$ cat src/rtl/bus_periph_fabric_if.sv
// CPU-side request/response bus of the peripheral fabric.
// The CPU (master) issues one-cycle strobes; the fabric (slave) returns a one-cycle ready pulse.
interface bus_periph_fabric_if #(
  parameter int AW = 32,
  parameter int DW = 32
) ();

  logic          i_bus_stb;
  logic          i_bus_we;
  logic [AW-1:0] i_bus_addr;
  logic [DW-1:0] i_bus_wr_data;
  logic [DW-1:0] o_bus_rd_data;
  logic          o_bus_rd_ready;
  logic          o_bus_err;
  logic          o_bus_busy;

  modport master (
    output i_bus_stb, i_bus_we, i_bus_addr, i_bus_wr_data,
    input  o_bus_rd_data, o_bus_rd_ready, o_bus_err, o_bus_busy
  );

  modport slave (
    input  i_bus_stb, i_bus_we, i_bus_addr, i_bus_wr_data,
    output o_bus_rd_data, o_bus_rd_ready, o_bus_err, o_bus_busy
  );

endinterface

$ cat src/rtl/bus_periph_fabric.sv
// Address-decoding peripheral fabric: base/mask decode, one-hot select, single-cycle strobe,
// registered response with decode-miss and timeout errors.
module bus_periph_fabric #(
  parameter int                    NPERIPH = 4,
  parameter int                    AW      = 32,
  parameter int                    DW      = 32,
  parameter logic [NPERIPH*AW-1:0] BASE    = {NPERIPH{32'h0}},
  parameter logic [NPERIPH*AW-1:0] MASK    = {NPERIPH{32'hFFFF_FFFF}},
  parameter int                    TIMEOUT = 255
) (
  input  logic                  clk_100mhz,
  input  logic                  rstn_i,
  bus_periph_fabric_if.slave    bus,
  output logic [NPERIPH-1:0]    o_periph_cs,
  output logic [NPERIPH-1:0]    o_periph_stb,
  output logic                  o_periph_we,
  output logic [AW-1:0]         o_periph_addr,
  output logic [DW-1:0]         o_periph_wr_data,
  input  logic [NPERIPH*DW-1:0] i_periph_rd_data,
  input  logic [NPERIPH-1:0]    i_periph_ready,
  output logic [7:0]            o_err_count
);

  localparam int IW = (NPERIPH > 1) ? $clog2(NPERIPH) : 1;
  localparam int CW = (TIMEOUT < 1) ? 1 : $clog2(TIMEOUT + 1);

  typedef enum logic [1:0] {IDLE, WAIT, RESP} state_t;

  state_t        state;
  logic [IW-1:0] idx;
  logic [CW-1:0] tmo_cnt;
  logic          miss;

  logic          hit_any;
  logic [IW-1:0] hit_idx;
  logic          ready_sel;
  logic [DW-1:0] rd_sel;

  // Scan from the top down so the lowest-index hit overwrites the rest.
  always_comb begin
    hit_any = 1'b0;
    hit_idx = '0;
    for (int i = NPERIPH - 1; i >= 0; i--) begin
      if ((bus.i_bus_addr & MASK[i*AW +: AW]) == (BASE[i*AW +: AW] & MASK[i*AW +: AW])) begin
        hit_any = 1'b1;
        hit_idx = IW'(i);
      end
    end
  end

  assign ready_sel = i_periph_ready[idx];
  assign rd_sel    = i_periph_rd_data[idx*DW +: DW];

  // A decode miss spends one cycle in WAIT with no select, so misses and zero-wait hits
  // answer on the same edge and share the same three-cycle request spacing.
  always_ff @(posedge clk_100mhz or negedge rstn_i) begin
    if (!rstn_i) begin
      state              <= IDLE;
      idx                <= '0;
      tmo_cnt            <= '0;
      miss               <= 1'b0;
      o_periph_cs        <= '0;
      o_periph_stb       <= '0;
      o_periph_we        <= 1'b0;
      o_periph_addr      <= '0;
      o_periph_wr_data   <= '0;
      o_err_count        <= '0;
      bus.o_bus_rd_data  <= '0;
      bus.o_bus_rd_ready <= 1'b0;
      bus.o_bus_err      <= 1'b0;
      bus.o_bus_busy     <= 1'b0;
    end else begin
      o_periph_stb       <= '0;
      bus.o_bus_rd_ready <= 1'b0;
      case (state)
        IDLE: begin
          if (bus.i_bus_stb) begin
            o_periph_we      <= bus.i_bus_we;
            o_periph_addr    <= bus.i_bus_addr;
            o_periph_wr_data <= bus.i_bus_wr_data;
            idx              <= hit_idx;
            miss             <= !hit_any;
            tmo_cnt          <= '0;
            bus.o_bus_busy   <= 1'b1;
            state            <= WAIT;
            if (hit_any) begin
              o_periph_cs  <= NPERIPH'(1) << hit_idx;
              o_periph_stb <= NPERIPH'(1) << hit_idx;
            end
          end
        end
        WAIT: begin
          if (!miss && ready_sel) begin
            bus.o_bus_rd_data  <= o_periph_we ? '0 : rd_sel;
            bus.o_bus_err      <= 1'b0;
            bus.o_bus_rd_ready <= 1'b1;
            state              <= RESP;
          end else if (miss || (TIMEOUT != 0 && tmo_cnt == CW'(TIMEOUT))) begin
            bus.o_bus_rd_data  <= '0;
            bus.o_bus_err      <= 1'b1;
            bus.o_bus_rd_ready <= 1'b1;
            if (o_err_count != 8'hFF) begin
              o_err_count <= o_err_count + 8'd1;
            end
            state              <= RESP;
          end else if (TIMEOUT != 0) begin
            tmo_cnt <= tmo_cnt + CW'(1);
          end
        end
        RESP: begin
          o_periph_cs    <= '0;
          bus.o_bus_busy <= 1'b0;
          state          <= IDLE;
        end
        default: begin
          state <= IDLE;
        end
      endcase
    end
  end

endmodule
$ cat src/flat_wrapper.sv
// flat-port wrapper written by rule: the top's interface ports become plain ports
module bus_periph_fabric_flat 
#(
  parameter int                    NPERIPH = 4,
  parameter int                    AW      = 32,
  parameter int                    DW      = 32,
  parameter logic [NPERIPH*AW-1:0] BASE    = {NPERIPH{32'h0}},
  parameter logic [NPERIPH*AW-1:0] MASK    = {NPERIPH{32'hFFFF_FFFF}},
  parameter int                    TIMEOUT = 255
)
  (clk_100mhz, rstn_i, o_periph_cs, o_periph_stb, o_periph_we, o_periph_addr, o_periph_wr_data, i_periph_rd_data, i_periph_ready, o_err_count, bus_i_bus_stb, bus_i_bus_we, bus_i_bus_addr, bus_i_bus_wr_data, bus_o_bus_rd_data, bus_o_bus_rd_ready, bus_o_bus_err, bus_o_bus_busy);
  bus_periph_fabric_if #(.AW(AW), .DW(DW)) bus_i ();
  input  logic clk_100mhz;
  input  logic rstn_i;
  output logic [NPERIPH-1:0] o_periph_cs;
  output logic [NPERIPH-1:0] o_periph_stb;
  output logic o_periph_we;
  output logic [AW-1:0] o_periph_addr;
  output logic [DW-1:0] o_periph_wr_data;
  input  logic [NPERIPH*DW-1:0] i_periph_rd_data;
  input  logic [NPERIPH-1:0] i_periph_ready;
  output logic [7:0] o_err_count;
  input wire logic [$bits(bus_i.i_bus_stb)-1:0] bus_i_bus_stb;
  input wire logic [$bits(bus_i.i_bus_we)-1:0] bus_i_bus_we;
  input wire logic [$bits(bus_i.i_bus_addr)-1:0] bus_i_bus_addr;
  input wire logic [$bits(bus_i.i_bus_wr_data)-1:0] bus_i_bus_wr_data;
  output wire logic [$bits(bus_i.o_bus_rd_data)-1:0] bus_o_bus_rd_data;
  output wire logic [$bits(bus_i.o_bus_rd_ready)-1:0] bus_o_bus_rd_ready;
  output wire logic [$bits(bus_i.o_bus_err)-1:0] bus_o_bus_err;
  output wire logic [$bits(bus_i.o_bus_busy)-1:0] bus_o_bus_busy;
  assign bus_i.i_bus_stb = bus_i_bus_stb;
  assign bus_i.i_bus_we = bus_i_bus_we;
  assign bus_i.i_bus_addr = bus_i_bus_addr;
  assign bus_i.i_bus_wr_data = bus_i_bus_wr_data;
  assign bus_o_bus_rd_data = bus_i.o_bus_rd_data;
  assign bus_o_bus_rd_ready = bus_i.o_bus_rd_ready;
  assign bus_o_bus_err = bus_i.o_bus_err;
  assign bus_o_bus_busy = bus_i.o_bus_busy;
  bus_periph_fabric #(.NPERIPH(NPERIPH), .AW(AW), .DW(DW), .BASE(BASE), .MASK(MASK), .TIMEOUT(TIMEOUT)) u_core (.clk_100mhz(clk_100mhz), .rstn_i(rstn_i), .bus(bus_i), .o_periph_cs(o_periph_cs), .o_periph_stb(o_periph_stb), .o_periph_we(o_periph_we), .o_periph_addr(o_periph_addr), .o_periph_wr_data(o_periph_wr_data), .i_periph_rd_data(i_periph_rd_data), .i_periph_ready(i_periph_ready), .o_err_count(o_err_count));
endmodule
$ cat config.mk
export PLATFORM = sky130hd
export DESIGN_NAME = bus_periph_fabric_flat
export DESIGN_NICKNAME = d
export VERILOG_FILES = /design/src/rtl/bus_periph_fabric_if.sv /design/src/rtl/bus_periph_fabric.sv /design/src/flat_wrapper.sv
export SDC_FILE = /design/constraint.sdc
export NUM_CORES = 1
export LEC_CHECK = 0
export CAP_MARGIN = 20
export CORE_ASPECT_RATIO = 0.5
export CORE_MARGIN = 3
export CORE_UTILIZATION = 39
export CTS_CLUSTER_SIZE = 30
export DETAILED_ROUTE_END_ITERATION = 10
export PLACE_DENSITY_LB_ADDON = 0.3
export SKIP_LAST_GASP = 1
export SYNTH_ARGS = -nofsm -noshare
export SYNTH_HDL_FRONTEND = slang
export SYNTH_SLANG_ARGS = --single-unit
$ cat constraint.sdc
create_clock -name clk_100mhz -period 3.9 [get_ports clk_100mhz]
set_input_delay 0.39 -clock clk_100mhz [delete_from_list [all_inputs] [get_ports clk_100mhz]]
set_output_delay 0.39 -clock clk_100mhz [all_outputs]
set_load 0.03 [all_outputs]
==> impl_metrics.yaml <==
status:
  status: "finished, final reports clean"
synthesis:
  synth.avg_cell_area_um2: 10.1
  netlist_area_mm2: 0.00485
  yosysUniqueCellTypes: 40
  synth_area_leaders: "dfrtp_1 62%, nand2_1 16%, a22o_1 5.8%, nor4_1 1.4%, buf_2 1.3%"
  synth_top_area_cell: "dfrtp_1"
  yosysWarnings: 0
  synth_top_area_frac: 0.624
  yosysSeqAreaShare: 0.624
  syn_inst: 481
  synth_seq_cells: 121
global_route:
  antenna_found_initial: 0
  grtUsageTotal: 0.193
  grt_max_degree: 105
  grt_overflow: 0
  grt_pass1_vias: 4221
  grt_pass1_wl_um: 21400
power_and_ir_drop:
  power_density_mw_per_mm2: 607
  total_power_mw: 4.71
  vdd_drop_max_uv: 337
  leakage_nw: 3.61
die:
  die_y_um: 84.9
  start_util: 0.405
  core_area_mm2: 0.0120
  fp.dieArea_mm2: 0.0139
  ioPinCount: 316
  die_w_um: 164
  placementRows: 28
clocking:
  insertion_delay_ps: 410
  cts_buffer_depth: 2
  cts_setup_buffers: 0
  htree_levels: 4
  cts-root-buf: "clkbuf_16"
  cts.clk_slew.worst_paths_ps: 60
  cts_resized: 0
  cts_tree: "built"
  cts_buffers: 17
  cts.sinks: 121
worst_setup_path:
  worstSetupStartpoint: "u_core.state[1]$_DFFE_PN0P_"
  cp-start-kind: "flip-flop"
  r2r_slack_ps: 1680
  critical_path_arrival_ps: 2560
  crit_path_end_kind: "flip-flop"
  critPathKind: "reg2reg"
  reg2reg_depth: 5
  r2r-start: "u_core.state[1]$_DFFE_PN0P_"
  cp_max_fo: 28
  worst_path_largest_cell_delay_ps: 580
  path_cells: "nor2b_1, nand2_1, nor3_4, buf_4, a22o_1"
  required_ps: 4230
  cp_slowest_cell: "nor2b_1"
placed_design:
  gp_congestion: 0.815
  port_buffers: 210
  dp_hpwl_um: 8960
  dpl_worst_slack_ps: 1490
timing:
  final.min_clock_period_ps: 2220
  tns_ps: 0
  maxSlewHeadroom: 0.522
  worst_pin_slew_ps: 707
  setup_ws_ps: 1680
  period_share: 0.570
  fmax_mhz: 450
  slew_violations: 0
  finalHoldViolCount: 0
  setup_violations: 0
  clock_skew_ps: 9.47
  rsz0062_at_grt: "false"
drt:
  initialDrtViolationCount: 216
  via_count: 4138
  route.detailed.drc: 0
  routed_wl_um: 13100
  ant_nets: 0
  wl_per_cell_um: 15.0
  drt-vias-per-instance: 4.76
  first_pass_iters: 4
final_layout:
  syn_to_final_growth_pct: 59.7
  nets: 894
  layout-drive-gt1-share: 0.0738
  antenna_cells: 0
worst_hold_path:
  min_path_type: "in2async"
flow_run:
  drv_cap: 0
-- repair_timing --
| action | CTS | global route |
|---|---|---|
| setup endpoints to repair | 0 | 0 |
| hold buffers | 1 | 0 |
| endpoints found under the hold margin | 17 | 0 |
-- where the power goes --
part,internal [mW],switching (mW),total (mW)
sequential,1.48,0.143,1.62
combinational,0.577,0.825,1.40
clock,1.09,0.593,1.68
-- metal layers --
layer / track usage / vias to the layer above / wire (um)
li1: - / 2011 / -
met1: 0.240 / 1982 / 5440
met2: 0.322 / 119 / 6560
met3: 0.0478 / 26 / 733
met4: 0.0883 / 0 / 351
met5: 0 / - / 0
-- synthesized netlist by cell type, drive strengths merged --
master   count
a211oi       1
a21o         1
a21oi        7
a22o        32
a2bb2oi      1
a31oi        1
and3         3
and4         1
buf         19
clkbuf      10
conb         1
dfrtp      121
ha           2
inv          7
mux2         4
mux2i        2
nand2      208
nand2b       2
nand3        8
nand4        5
nor2         8
nor2b        3
nor3         4
nor4        11
nor4b        2
o211ai       1
o21a         3
o21ai        5
o22a         1
o31ai        1
or2          1
or3b         1
or4b         1
xor2         3
-- path summary, 6_finish.rpt --
kind | end
worst max register to register | u_core.bus.o_bus_rd_data[13]$_DFFE_PN0P_
worst min-delay path | u_core.bus.o_bus_rd_data[1]$_DFFE_PN0P_
min in group clk_100mhz | u_core.o_periph_wr_data[14]$_DFFE_PN0P_
worst min register to register | u_core.o_periph_wr_data[14]$_DFFE_PN0P_
worst max-delay path | u_core.bus.o_bus_rd_data[13]$_DFFE_PN0P_
max in group asynchronous | u_core.o_periph_addr[30]$_DFFE_PN0P_
-- cells by family (layout without fill, tap and decap cells) --
kind of cell / count (synthesis) / count (layout) / synth area share
other: 1 / 6 / 0.000773
xor gates and xnor gates: 3 / 3 / 0.00542
DFF: 121 / 121 / 0.624
AOI/OAI and AO/OA: 54 / 54 / 0.0908
buffers and inverters: 36 / 255 / 0.0359
and+or+nand+nor: 258 / 258 / 0.224
muxes: 6 / 6 / 0.0142
adders and majority gates: 2 / 2 / 0.00516
-- layout by cell type (no fill, tap or decap), types with 7 or more instances in the layout --
cell | Yosys | final
nand3_1 | 8 | 8
a22o_1 | 32 | 32
clkbuf_16 | 0 | 17
clkdlybuf4s50_1 | 0 | 209
inv_1 | 7 | 7
dfrtp_1 | 121 | 121
nand2_1 | 208 | 208
nor4_1 | 11 | 11
nor2_1 | 8 | 8
-- state kept, by name (all words and copies together), names as in the netlist --
register / cells
u_core.o_err_count: 8
u_core.miss: 1
u_core.o_periph_we: 1
u_core.o_periph_stb: 1
u_core.bus.o_bus_err: 1
u_core.o_periph_addr: 32
u_core.o_periph_wr_data: 32
u_core.bus.o_bus_rd_data: 32
u_core.bus.o_bus_busy: 1
u_core.tmo_cnt: 8
u_core.o_periph_cs: 1
u_core.bus.o_bus_rd_ready: 1
u_core.state: 2
-- area by class of cell --
| type | instances | area [um^2] |
|---|---|---|
| clock buffers | 18 | 439 |
| clock inverters | 14 | 196 |
| fillers | 964 | 4230 |
| inverters | 7 | 26.3 |
| multi-input cells | 329 | 1690 |
| flip-flops and latches | 121 | 3030 |
| well taps | 165 | 206 |
| repair buffers | 216 | 2160 |
-- worst max-delay path: cells and delay by family (launching register included) --
kind / cells / cell delay, ps
flip-flops: 1 / 490
AO/OA/AOI/OAI: 1 / 210
AND/OR/NAND/NOR: 3 / 1080
buffers and inverters: 1 / 370
-- through the flow --
stage | instance area (um^2) | util | hold WS (ps) | cells
final | 7750 | 0.647 | 397 | 870
after floorplan | 4870 | - | 94.4 | 486
after detailed placement | 7100 | 0.593 | 272 | 837
after CTS | 7750 | 0.647 | 379 | 870
after global placement | 7100 | 0.593 | 272 | 837
after global routing | 7750 | 0.647 | 416 | 870
(Power assumes the default switching activity.)
